## config.mk

```make
export PLATFORM = sky130hd
export DESIGN_NAME = posit_add_arbiter
export DESIGN_NICKNAME = d
export VERILOG_FILES = /design/src/rtl/posit_add_arbiter.sv
export SDC_FILE = /design/constraint.sdc
export NUM_CORES = 1
export LEC_CHECK = 0
export CELL_PAD_IN_SITES_DETAIL_PLACEMENT = 1
export CELL_PAD_IN_SITES_GLOBAL_PLACEMENT = 1
export CORE_MARGIN = 3
export CORE_UTILIZATION = 31
export DETAILED_ROUTE_END_ITERATION = 10
export PLACE_DENSITY_LB_ADDON = 0.1
export SETUP_SLACK_MARGIN = 0.3
export SLEW_MARGIN = 15
export SYNTH_ARGS = -nofsm -noshare
export SYNTH_HDL_FRONTEND = slang
export SYNTH_SLANG_ARGS = --single-unit
```

## constraint.sdc

```tcl
create_clock -name clock -period 2.2 [get_ports clock]
set_input_delay 0.22 -clock clock [delete_from_list [all_inputs] [get_ports clock]]
set_output_delay 0.22 -clock clock [all_outputs]
set_load 0.03 [all_outputs]
```

## src/rtl/posit_add_arbiter.sv

```systemverilog
// rtl/posit_add_arbiter.sv - round-robin arbiter sharing one PositAdd pipeline, id-tagged credit-protected response FIFO
// Optional POSIT_ARB_STATS_EN adds io_stat_issued / io_stat_stall counters.
module posit_add_arbiter #(
    parameter int NBITS       = 32,
    parameter int NUM_REQ     = 4,
    parameter int ADD_LATENCY = 1,
    parameter int RESP_DEPTH  = 4,
    localparam int IDW        = $clog2(NUM_REQ)
) (
    input  logic                     clock,
    input  logic                     reset,
    input  logic [NUM_REQ-1:0]       io_req_valid,
    output logic [NUM_REQ-1:0]       io_req_ready,
    input  logic [NUM_REQ*NBITS-1:0] io_req_num1,
    input  logic [NUM_REQ*NBITS-1:0] io_req_num2,
    output logic                     io_add_valid,
    output logic [NBITS-1:0]         io_add_num1,
    output logic [NBITS-1:0]         io_add_num2,
    input  logic [NBITS-1:0]         io_add_out,
    output logic                     io_resp_valid,
    input  logic                     io_resp_ready,
    output logic [NBITS-1:0]         io_resp_data,
    output logic [IDW-1:0]           io_resp_id,
`ifdef POSIT_ARB_STATS_EN
    output logic [31:0]              io_stat_issued,
    output logic [31:0]              io_stat_stall,
`endif
    output logic                     io_busy
);

    localparam int CW = $clog2(RESP_DEPTH + 1);
    localparam int PW = (RESP_DEPTH > 1) ? $clog2(RESP_DEPTH) : 1;

    logic [IDW-1:0]   r_rr_ptr;
    logic [CW-1:0]    r_outstanding;
    logic [CW-1:0]    r_count;
    logic [PW-1:0]    r_wr_ptr;
    logic [PW-1:0]    r_rd_ptr;
    logic [NBITS-1:0] r_mem_data [RESP_DEPTH];
    logic [IDW-1:0]   r_mem_id   [RESP_DEPTH];

    logic             w_any;
    logic [IDW-1:0]   w_grant;
    logic [IDW-1:0]   w_idx;
    logic             w_can_issue;
    logic             w_issue;
    logic             w_push;
    logic [IDW-1:0]   w_push_id;
    logic             w_pop;
    logic [NBITS-1:0] w_num1 [NUM_REQ];
    logic [NBITS-1:0] w_num2 [NUM_REQ];

    for (genvar g = 0; g < NUM_REQ; g++) begin : g_unpack
        assign w_num1[g] = io_req_num1[g*NBITS +: NBITS];
        assign w_num2[g] = io_req_num2[g*NBITS +: NBITS];
    end

    // Scan downward so the nearest valid requester after the pointer is the last one written.
    always_comb begin
        w_any   = 1'b0;
        w_grant = '0;
        w_idx   = '0;
        for (int k = NUM_REQ; k >= 1; k--) begin
            w_idx = IDW'((int'(r_rr_ptr) + k) % NUM_REQ);
            if (io_req_valid[w_idx]) begin
                w_any   = 1'b1;
                w_grant = w_idx;
            end
        end
    end

    assign w_can_issue = !reset && (r_outstanding < CW'(RESP_DEPTH));
    assign w_issue     = w_can_issue && w_any;

    always_comb begin
        io_req_ready = '0;
        if (w_issue) io_req_ready[w_grant] = 1'b1;
    end

    assign io_add_valid = w_issue;
    assign io_add_num1  = w_issue ? w_num1[w_grant] : '0;
    assign io_add_num2  = w_issue ? w_num2[w_grant] : '0;

    if (ADD_LATENCY == 0) begin : g_lat0
        assign w_push    = w_issue;
        assign w_push_id = w_grant;
    end else begin : g_pipe
        logic [ADD_LATENCY-1:0] r_pipe_v;
        logic [IDW-1:0]         r_pipe_id [ADD_LATENCY];

        always_ff @(posedge clock) begin
            if (reset) begin
                r_pipe_v <= '0;
            end else begin
                r_pipe_v[0] <= w_issue;
                for (int i = 1; i < ADD_LATENCY; i++) r_pipe_v[i] <= r_pipe_v[i-1];
            end
            r_pipe_id[0] <= w_grant;
            for (int i = 1; i < ADD_LATENCY; i++) r_pipe_id[i] <= r_pipe_id[i-1];
        end

        assign w_push    = r_pipe_v[ADD_LATENCY-1];
        assign w_push_id = r_pipe_id[ADD_LATENCY-1];
    end

    assign io_resp_valid = !reset && (r_count != '0);
    assign io_resp_data  = r_mem_data[r_rd_ptr];
    assign io_resp_id    = r_mem_id[r_rd_ptr];
    assign w_pop         = io_resp_valid && io_resp_ready;
    assign io_busy       = !reset && (r_outstanding != '0);

    always_ff @(posedge clock) begin
        if (w_push) begin
            r_mem_data[r_wr_ptr] <= io_add_out;
            r_mem_id[r_wr_ptr]   <= w_push_id;
        end
    end

    // Credits cover pipeline plus FIFO, so a push only moves an op between the two and leaves outstanding alone.
    always_ff @(posedge clock) begin
        if (reset) begin
            r_rr_ptr      <= IDW'(NUM_REQ - 1);
            r_outstanding <= '0;
            r_count       <= '0;
            r_wr_ptr      <= '0;
            r_rd_ptr      <= '0;
        end else begin
            if (w_issue) r_rr_ptr <= w_grant;
            case ({w_issue, w_pop})
                2'b10:   r_outstanding <= r_outstanding + 1'b1;
                2'b01:   r_outstanding <= r_outstanding - 1'b1;
                default: r_outstanding <= r_outstanding;
            endcase
            case ({w_push, w_pop})
                2'b10:   r_count <= r_count + 1'b1;
                2'b01:   r_count <= r_count - 1'b1;
                default: r_count <= r_count;
            endcase
            if (w_push) r_wr_ptr <= (r_wr_ptr == PW'(RESP_DEPTH - 1)) ? '0 : r_wr_ptr + 1'b1;
            if (w_pop)  r_rd_ptr <= (r_rd_ptr == PW'(RESP_DEPTH - 1)) ? '0 : r_rd_ptr + 1'b1;
        end
    end

    a_no_overflow: assert property (@(posedge clock) disable iff (reset)
        !(w_push && (r_count == CW'(RESP_DEPTH))));

`ifdef POSIT_ARB_STATS_EN
    logic [31:0] r_stat_issued;
    logic [31:0] r_stat_stall;

    always_ff @(posedge clock) begin
        if (reset) begin
            r_stat_issued <= '0;
            r_stat_stall  <= '0;
        end else begin
            if (w_issue) r_stat_issued <= r_stat_issued + 32'd1;
            if ((|io_req_valid) && !w_can_issue) r_stat_stall <= r_stat_stall + 32'd1;
        end
    end

    assign io_stat_issued = r_stat_issued;
    assign io_stat_stall  = r_stat_stall;
`endif

endmodule
```

==> flow_summary.html, run 1 <==
<table>
<tr><th>Metric</th><th>Value</th></tr>
<tr><th colspan="2">Worst setup path</th></tr>
<tr><td>Category of the most critical setup path</td><td>reg -&gt; out</td></tr>
<tr><td>Path depth of the worst reg2reg path</td><td>10</td></tr>
<tr><td>Required time of the worst setup path</td><td>1.98 ns</td></tr>
<tr><td>Crit end category</td><td>output port</td></tr>
<tr><td>Type of origin of the critical path</td><td>flip-flop</td></tr>
<tr><td>Maximum fanout along the worst path</td><td>7</td></tr>
<tr><td>Arrival time reported for the critical path endpoint</td><td>2.44 ns</td></tr>
<tr><th colspan="2">Run status</th></tr>
<tr><td>Failing checks</td><td>negative setup slack</td></tr>
<tr><td>Run status</td><td>complete, but fails checks</td></tr>
<tr><th colspan="2">Synthesis</th></tr>
<tr><td>Number of distinct library cells after synthesis</td><td>35</td></tr>
<tr><td>Complex-gate fraction of the synthesized area</td><td>0.0661</td></tr>
<tr><td>Mux contribution to synthesized area</td><td>0.266</td></tr>
<tr><td>Main flop type after synthesis</td><td>sky130_fd_sc_hd__edfxtp_1</td></tr>
<tr><td>Cells taking the most area after synthesis</td><td>sky130_fd_sc_hd__edfxtp_1 53%, sky130_fd_sc_hd__mux2i_1 17%, sky130_fd_sc_hd__mux4_2 9.9%, sky130_fd_sc_hd__o22ai_1 5.2%, sky130_fd_sc_hd__dfxtp_1 4.4%</td></tr>
<tr><td>Synthesized Nets</td><td>806</td></tr>
<tr><td>Simple-Gate Fraction of Synth Area</td><td>0.0255</td></tr>
<tr><td>Synth warn</td><td>0</td></tr>
<tr><td>Main combinational cell family by area after synthesis</td><td>multiplexers</td></tr>
<tr><td>Netlist Area Pre-Place</td><td>7740 µm²</td></tr>
<tr><td>Average instance area after synthesis</td><td>15.4 µm²</td></tr>
<tr><td>Sequential cell area fraction in the yosys report</td><td>0.571</td></tr>
<tr><td>Cell type with the highest aggregate area in the netlist</td><td>sky130_fd_sc_hd__edfxtp_1</td></tr>
<tr><td>Number of synthesized register bits</td><td>153</td></tr>
<tr><td>Cell count after synthesis</td><td>502</td></tr>
<tr><td>Adder-cell area share of the yosys netlist</td><td>0.0165</td></tr>
<tr><td>EDFF count, synth</td><td>136</td></tr>
<tr><td>Fraction of registers with async set or reset after synthesis</td><td>0</td></tr>
<tr><td>Parity-gate share of the synthesized area counting xor and xnor cells</td><td>0.00452</td></tr>
<tr><td>Area fraction of the dominant cell type after synthesis</td><td>0.527</td></tr>
<tr><th colspan="2">Timing</th></tr>
<tr><td>Final clock period utilization by the worst path</td><td>1.21</td></tr>
<tr><td>Fin. max-slew vios</td><td>0</td></tr>
<tr><td>Worst Tran Pin Value</td><td>0.368 ns</td></tr>
<tr><td>Final Worst Setup Slack</td><td>-0.462 ns</td></tr>
<tr><td>Worst max-slew margin expressed relative to the limit</td><td>0.754</td></tr>
<tr><td>Final worst path period need</td><td>2.66 ns</td></tr>
<tr><td>Maximum clock frequency</td><td>376 MHz</td></tr>
<tr><td>Unrepaired setup endpoints after global routing</td><td>yes</td></tr>
<tr><td>Hold violation total from the final report</td><td>0</td></tr>
<tr><td>Layout Skew</td><td>0.0116 ns</td></tr>
<tr><td>Final setup fails</td><td>67</td></tr>
<tr><th colspan="2">Placement</th></tr>
<tr><td>Routability cong.</td><td>0.886</td></tr>
<tr><td>Port-buffer cells</td><td>399</td></tr>
<tr><td>HPWL Detailed</td><td>24600 µm</td></tr>
<tr><td>Worst setup slack before clock tree synthesis</td><td>-0.569 ns</td></tr>
<tr><th colspan="2">Clock network</th></tr>
<tr><td>Library cell used as clock root buffer</td><td>sky130_fd_sc_hd__clkbuf_16</td></tr>
<tr><td>Clock transition at the registers of the reported paths</td><td>0.07 ns</td></tr>
<tr><td>CTS Buf Count</td><td>17</td></tr>
<tr><td>Number of H-tree levels</td><td>4</td></tr>
<tr><td>Count of hold buffers inserted by post-cts repair</td><td>0</td></tr>
<tr><td>Clock latency on the worst-skew pair</td><td>0.41 ns</td></tr>
<tr><td>Clock tree from TritonCTS</td><td>done</td></tr>
<tr><td>Clock sink total</td><td>153</td></tr>
<tr><td>Maximum count of clock buffers along a single path</td><td>2</td></tr>
<tr><th colspan="2">Die</th></tr>
<tr><td>Die Footprint</td><td>26900 µm²</td></tr>
<tr><td>Effective utilization at floorplan</td><td>0.317</td></tr>
<tr><td>Io pins</td><td>400</td></tr>
<tr><td>Row cnt</td><td>57</td></tr>
<tr><td>Core footprint</td><td>24500 µm²</td></tr>
<tr><td>Die extent in y</td><td>164 µm</td></tr>
<tr><td>Die Wd</td><td>164 µm</td></tr>
<tr><th colspan="2">GRT</th></tr>
<tr><td>Pin count of the biggest net entering global routing</td><td>31</td></tr>
<tr><td>Aggregate global-route resource usage</td><td>0.239</td></tr>
<tr><td>Met2 track demand over resource</td><td>0.442</td></tr>
<tr><td>First-pass GRT wire length</td><td>46700 µm</td></tr>
<tr><td>Via count of the first global-routing pass</td><td>7551</td></tr>
<tr><td>Grt met3 use</td><td>0.0802</td></tr>
<tr><td>Layer with the highest usage</td><td>met2</td></tr>
<tr><td>GR met1 Demand/Resource</td><td>0.258</td></tr>
<tr><td>Antenna violations before repair</td><td>6</td></tr>
<tr><td>Overall overflow remaining after global route</td><td>0</td></tr>
<tr><th colspan="2">Finish</th></tr>
<tr><td>Final Net Count</td><td>1302</td></tr>
<tr><td>Growth of design area from synthesis to finish</td><td>101%</td></tr>
<tr><td>Fraction of final layout cells with drive strength greater than 1</td><td>0.444</td></tr>
<tr><th colspan="2">Power and ir drop</th></tr>
<tr><td>Leak Pwr</td><td>0.00574 µW</td></tr>
<tr><td>Power density over the cells</td><td>829 nW/µm²</td></tr>
<tr><td>Power, Total</td><td>12900 µW</td></tr>
<tr><td>Worst IR Drop VDD</td><td>0.000567 V</td></tr>
<tr><th colspan="2">Route</th></tr>
<tr><td>Mean number of vias per cell</td><td>5.10</td></tr>
<tr><td>Total via count after detailed routing</td><td>6829</td></tr>
<tr><td>Wire length after detailed routing</td><td>36500 µm</td></tr>
<tr><td>Residual DRC count</td><td>0</td></tr>
<tr><td>Average wire per standard cell</td><td>27.2 µm</td></tr>
<tr><td>Length of the first detailed-routing pass in iterations</td><td>5</td></tr>
<tr><td>First DRT Iteration DRCs</td><td>301</td></tr>
<tr><td>Count of antenna-violating nets left after detailed routing</td><td>0</td></tr>
<tr><th colspan="2">Min path</th></tr>
<tr><td>Hold path depth</td><td>3</td></tr>
<tr><td>Min-Delay Path Class</td><td>in -&gt; reg</td></tr>
<tr><th colspan="2">Run</th></tr>
<tr><td>Number of maximum-capacitance constraint violations</td><td>0</td></tr>
</table>
[cells in the mapped netlist, types with 5 or more instances]
library cell and number:
sky130_fd_sc_hd__edfxtp_1 136, sky130_fd_sc_hd__mux2i_1 129, sky130_fd_sc_hd__o22ai_1 64, sky130_fd_sc_hd__mux4_2 34, sky130_fd_sc_hd__nor2_1 19, sky130_fd_sc_hd__dfxtp_1 17, sky130_fd_sc_hd__clkbuf_1 10, sky130_fd_sc_hd__inv_1 10
sky130_fd_sc_hd__buf_2 8, sky130_fd_sc_hd__ha_1 7, sky130_fd_sc_hd__a21oi_1 6, sky130_fd_sc_hd__and2_1 5, sky130_fd_sc_hd__buf_6 5, sky130_fd_sc_hd__buf_8 5, sky130_fd_sc_hd__clkbuf_4 5
[where the power goes]
| part | switching, µW | internal (µW) |
|---|---|---|
| clock | 1230 | 1610 |
| combinational | 3010 | 3520 |
| sequential | 121 | 3400 |
[registers in the layout, summed over array words and instances, names as in the netlist, named ones only]
register,cells
r_mem_id,8
g_pipe.r_pipe_v,1
r_wr_ptr,2
r_mem_data,128
r_count,3
r_rr_ptr,2
r_rd_ptr,2
g_pipe.r_pipe_id,2
r_outstanding,3
[stage by stage]
stage               hold WS [ns]  TNS (ns)  std cells  instance area (µm²)   util
finish                     0.358    -22.08       1340                15500  0.635
global route               0.359    -28.66       1340                15500  0.635
CTS                        0.307    -18.32       1318                14500  0.593
detailed placement         0.478    -28.72       1241                12600  0.516
global placement           0.446    -20.40       1241                12600  0.516
floorplan                  0.314         0        502                 7920      -
[area by class of cell]
| class | instances | area (µm²) |
|---|---|---|
| diodes | 5 | 12.5 |
| clock buffers | 18 | 429 |
| clock inverters | 14 | 151 |
| fillers | 2229 | 8920 |
| inverters | 14 | 62.6 |
| multi-input cells | 296 | 4070 |
| flip-flops and latches | 153 | 4440 |
| well taps | 324 | 405 |
| repair buffers | 516 | 5970 |
[final timing paths]
| kind | slack (ns) | startpoint | to |
|---|---|---|---|
| max | -0.46 | r_rr_ptr[0] | io_add_num1[8] |
| min | 0.36 | reset | r_outstanding[2] |
| max reg2reg | 0.17 | r_count[0] | r_count[2] |
| min reg2reg | 0.49 | g_pipe.r_pipe_id[0][1] | r_mem_id[0][1] |
[cells in the final DEF, fill, tap and decap left out, types with 7 or more instances in the layout]
master and n:
sky130_fd_sc_hd__buf_12 52, sky130_fd_sc_hd__buf_16 10, sky130_fd_sc_hd__buf_4 48, sky130_fd_sc_hd__buf_6 98
sky130_fd_sc_hd__buf_8 7, sky130_fd_sc_hd__clkbuf_16 22, sky130_fd_sc_hd__clkdlybuf4s50_1 289, sky130_fd_sc_hd__dfxtp_1 9
sky130_fd_sc_hd__edfxtp_1 136, sky130_fd_sc_hd__inv_1 8, sky130_fd_sc_hd__mux2i_1 68, sky130_fd_sc_hd__mux2i_2 26
sky130_fd_sc_hd__mux2i_4 35, sky130_fd_sc_hd__mux4_2 34, sky130_fd_sc_hd__nor2_1 13, sky130_fd_sc_hd__o22ai_1 14
sky130_fd_sc_hd__o22ai_2 38, sky130_fd_sc_hd__o22ai_4 12
[routing by layer]
metal,up-vias,share of wire
met5,-,0.00036
met4,2,0.026
met3,52,0.070
met2,277,0.56
met1,3477,0.35
li1,3021,-
[cells by family after synthesis]
family	Yosys count
buffers and inverters	53
XOR/XNOR	4
adder cells (fa/ha/maj)	9
AND/OR/NAND/NOR	40
AO/OA/AOI/OAI	80
multiplexers	163
flip-flops	153
[critical path, stage by stage (launching register included)]
cell	delay [ns]
sky130_fd_sc_hd__dfxtp_2	0.36
sky130_fd_sc_hd__nand2b_4	0.16
sky130_fd_sc_hd__o21ai_4	0.07
sky130_fd_sc_hd__a211oi_4	0.21
sky130_fd_sc_hd__buf_6	0.17
sky130_fd_sc_hd__buf_12	0.17
sky130_fd_sc_hd__buf_8	0.15
sky130_fd_sc_hd__buf_12	0.15
sky130_fd_sc_hd__mux2i_1	0.29
sky130_fd_sc_hd__o22ai_2	0.12
sky130_fd_sc_hd__buf_6	0.16
[what timing repair did]
| action | in CTS | in global routing |
|---|---|---|
| cloned | 9 | 6 |
| pin swaps | 14 | 36 |
| resized for setup | 398 | 161 |
| setup buffers | 36 | 11 |
| endpoints found under the setup margin | 109 | 105 |
Power figures use the tool's default switching activity.
==> run 2, diff against run 1 <==
CORE_ASPECT_RATIO = 2   (was unset)
SLEW_MARGIN = 5   (was 15)
==> run 2 against run 1 <==
The run still ends with negative setup slack left; sequential cell count unchanged; via count is 2.9% lower; clock skew decreased by 0.0069 ns; critical endpoint is now io_add_num1[23]; largest cell class unchanged.
==> flow_summary.html, run 2 (same netlist as run 1, synthesis figures left out) <==
<table>
<tr><th>Metric</th><th>Value</th></tr>
<tr><th colspan="2">Timing</th></tr>
<tr><td>Layout Skew</td><td>0.00473 ns</td></tr>
<tr><td>Worst Tran Pin Value</td><td>0.387 ns</td></tr>
<tr><td>Final Worst Setup Slack</td><td>-0.380 ns</td></tr>
<tr><td>Worst max-slew margin expressed relative to the limit</td><td>0.740</td></tr>
<tr><td>Final clock period utilization by the worst path</td><td>1.17</td></tr>
<tr><td>Worst hold slack</td><td>0.406 ns</td></tr>
<tr><td>Fin. max-slew vios</td><td>0</td></tr>
<tr><td>Unrepaired setup endpoints after global routing</td><td>yes</td></tr>
<tr><td>Final setup fails</td><td>68</td></tr>
<tr><td>Final worst path period need</td><td>2.58 ns</td></tr>
<tr><td>Hold violation total from the final report</td><td>0</td></tr>
<tr><td>Maximum clock frequency</td><td>388 MHz</td></tr>
<tr><th colspan="2">Die</th></tr>
<tr><td>Core footprint</td><td>24500 µm²</td></tr>
<tr><td>Die extent in y</td><td>230 µm</td></tr>
<tr><td>Row cnt</td><td>81</td></tr>
<tr><td>Io pins</td><td>400</td></tr>
<tr><td>Die Wd</td><td>118 µm</td></tr>
<tr><td>Die Footprint</td><td>27000 µm²</td></tr>
<tr><td>Effective utilization at floorplan</td><td>0.316</td></tr>
<tr><th colspan="2">Route</th></tr>
<tr><td>Average wire per standard cell</td><td>25.4 µm</td></tr>
<tr><td>Wire length after detailed routing</td><td>33800 µm</td></tr>
<tr><td>Total via count after detailed routing</td><td>6631</td></tr>
<tr><td>Residual DRC count</td><td>0</td></tr>
<tr><td>Mean number of vias per cell</td><td>4.98</td></tr>
<tr><td>Length of the first detailed-routing pass in iterations</td><td>4</td></tr>
<tr><td>First DRT Iteration DRCs</td><td>368</td></tr>
<tr><td>Count of antenna-violating nets left after detailed routing</td><td>0</td></tr>
<tr><th colspan="2">Worst setup path</th></tr>
<tr><td>Crit-path max cell delay</td><td>0.36 ns</td></tr>
<tr><td>Standard cell with the maximum stage delay on the critical path</td><td>sky130_fd_sc_hd__dfxtp_2</td></tr>
<tr><td>Category of the most critical setup path</td><td>reg -&gt; out</td></tr>
<tr><td>Required time of the worst setup path</td><td>1.98 ns</td></tr>
<tr><td>Maximum fanout along the worst path</td><td>8</td></tr>
<tr><td>Cells along the critical path</td><td>nand2b_4 &gt; o21ai_4 &gt; a211oi_4 &gt; buf_6 &gt; buf_12 &gt; buf_16 &gt; buf_12 &gt; mux2i_2 &gt; o22ai_1 &gt; buf_4</td></tr>
<tr><td>Crit end category</td><td>output port</td></tr>
<tr><td>Arrival time reported for the critical path endpoint</td><td>2.36 ns</td></tr>
<tr><td>Cell with the most instances on the worst path</td><td>sky130_fd_sc_hd__buf_12</td></tr>
<tr><td>Type of origin of the critical path</td><td>flip-flop</td></tr>
<tr><th colspan="2">Clock network</th></tr>
<tr><td>Clock tree from TritonCTS</td><td>done</td></tr>
<tr><td>CTS Buf Count</td><td>17</td></tr>
<tr><td>Number of H-tree levels</td><td>4</td></tr>
<tr><td>Clock sink total</td><td>153</td></tr>
<tr><td>Clock transition at the registers of the reported paths</td><td>0.06 ns</td></tr>
<tr><td>Library cell used as clock root buffer</td><td>sky130_fd_sc_hd__clkbuf_16</td></tr>
<tr><td>Maximum count of clock buffers along a single path</td><td>2</td></tr>
<tr><td>Count of hold buffers inserted by post-cts repair</td><td>0</td></tr>
<tr><td>Clock latency on the worst-skew pair</td><td>0.42 ns</td></tr>
<tr><th colspan="2">GRT</th></tr>
<tr><td>Overall overflow remaining after global route</td><td>0</td></tr>
<tr><td>Antenna violations before repair</td><td>4</td></tr>
<tr><td>Via count of the first global-routing pass</td><td>7558</td></tr>
<tr><td>Pin count of the biggest net entering global routing</td><td>35</td></tr>
<tr><td>Aggregate global-route resource usage</td><td>0.239</td></tr>
<tr><td>First-pass GRT wire length</td><td>47700 µm</td></tr>
<tr><th colspan="2">Power and ir drop</th></tr>
<tr><td>Power, Total</td><td>12600 µW</td></tr>
<tr><td>Worst IR Drop VDD</td><td>0.000494 V</td></tr>
<tr><td>Net Sw Power</td><td>3990 µW</td></tr>
<tr><td>Sequential share of power</td><td>0.279</td></tr>
<tr><td>Int Power</td><td>8610 µW</td></tr>
<tr><td>Switching share of total power</td><td>0.316</td></tr>
<tr><td>Power density over the cells</td><td>841 nW/µm²</td></tr>
<tr><td>Leak Pwr</td><td>0.00561 µW</td></tr>
<tr><td>Part of the total power dissipated in the clock network</td><td>0.246</td></tr>
<tr><td>Comb pwr share</td><td>0.475</td></tr>
<tr><th colspan="2">Placement</th></tr>
<tr><td>Port-buffer cells</td><td>399</td></tr>
<tr><td>HPWL Detailed</td><td>24500 µm</td></tr>
<tr><td>Routability cong.</td><td>0.821</td></tr>
<tr><td>Worst setup slack before clock tree synthesis</td><td>-0.611 ns</td></tr>
<tr><th colspan="2">Run status</th></tr>
<tr><td>Run status</td><td>complete, but fails checks</td></tr>
<tr><td>Failing checks</td><td>negative setup slack</td></tr>
<tr><th colspan="2">Finish</th></tr>
<tr><td>Core occupancy in the finished layout</td><td>0.611</td></tr>
<tr><td>Final Net Count</td><td>1286</td></tr>
<tr><td>Fraction of final layout cells with drive strength greater than 1</td><td>0.408</td></tr>
<tr><td>Biggest regs</td><td>r_mem_data: 128 flops, r_mem_id: 8 flops</td></tr>
<tr><td>Biggest register</td><td>r_mem_data</td></tr>
<tr><td>Most used cells in the layout excluding fill and tap cells</td><td>289 x sky130_fd_sc_hd__clkdlybuf4s50_1, 136 x sky130_fd_sc_hd__edfxtp_1, 80 x sky130_fd_sc_hd__buf_6</td></tr>
<tr><td>Growth of design area from synthesis to finish</td><td>93.5%</td></tr>
<tr><td>Largest register FFs</td><td>128</td></tr>
<tr><td>Commonest non-fill, non-tap cell in the layout</td><td>sky130_fd_sc_hd__clkdlybuf4s50_1</td></tr>
<tr><th colspan="2">Run</th></tr>
<tr><td>Number of maximum-capacitance constraint violations</td><td>0</td></tr>
<tr><th colspan="2">Min path</th></tr>
<tr><td>Min-Delay Path Class</td><td>in -&gt; reg</td></tr>
</table>
[run 2: cell types whose count changed in the layout (fill, tap and decap cells not counted), moves of 4 or more]
cell and change:
sky130_fd_sc_hd__bufinv_16 +4, sky130_fd_sc_hd__inv_6 -5, sky130_fd_sc_hd__clkinv_2 +5, sky130_fd_sc_hd__mux2i_4 -8, sky130_fd_sc_hd__o22ai_1 +14, sky130_fd_sc_hd__buf_16 +8
sky130_fd_sc_hd__inv_8 -4, sky130_fd_sc_hd__buf_6 -18, sky130_fd_sc_hd__o22ai_4 -12, sky130_fd_sc_hd__buf_12 -20, sky130_fd_sc_hd__mux2i_1 +6, sky130_fd_sc_hd__buf_4 +18
[run 2: stage by stage]
step           cell area, µm²  cells  setup TNS (ns)
2_1_floorplan            7920    502               0
5_1_grt                 15000   1329          -24.90
3_5_place_dp            12600   1257          -32.42
6_report                15000   1331          -19.38
4_1_cts                 14400   1319          -21.77
3_3_place_gp            12600   1257          -28.17
[run 2: final cells by class]
cell class                 count  area (µm²)
timing repair buffer         500        5640
sequential                   153        4440
clock inverter                15         206
inverter                      14        60.1
multi-input combinational    296        3790
clock buffer                  17         425
antenna                        4        10.0
fill                        2297        9540
tap                          332         415
[run 2: path summary, 6_finish.rpt]
kind         cells past startpoint                to                   start  slack [ns]
min                              3        r_count[1]                   reset        0.41
max                             10   io_add_num1[23]             r_rr_ptr[0]       -0.38
max reg2reg                      9  r_outstanding[2]              r_count[1]        0.22
min reg2reg                      0    r_mem_id[3][1]  g_pipe.r_pipe_id[0][1]        0.49
[run 2: what timing repair did]
action	4_1_cts	5_1_grt
buffers inserted	16	5
resized for setup	411	89
hold endpoints to repair	0	0
cloned	14	3
setup endpoints to repair	107	105
pin swaps	28	30
[run 2: per-layer routing]
layer  GRT usage  routed length, µm  up-vias
met5           0                 34        -
met4      0.0771                941        6
met3      0.0650               2480       46
met2       0.450              18500      344
met1       0.256              11800     3251
li1            -                  -     2984
[run 2: power by group through the flow]
| stage | clock (µW) | combinational [µW] | sequential, µW |
|---|---|---|---|
| floorplan | 0 | 2620 | 3520 |
| global placement | 0 | 4520 | 3540 |
| detailed placement | 0 | 4630 | 3560 |
| CTS | 3160 | 5640 | 3520 |
| global route | 3270 | 6260 | 3540 |
| finish | 3100 | 5990 | 3520 |
[run 2: critical path: cells and delay by family, from the launching register on]
family	cells	cell delay, ns
flops	1	0.36
compound gates	3	0.39
buf+inv	5	0.77
simple gates	1	0.15
mux	1	0.24
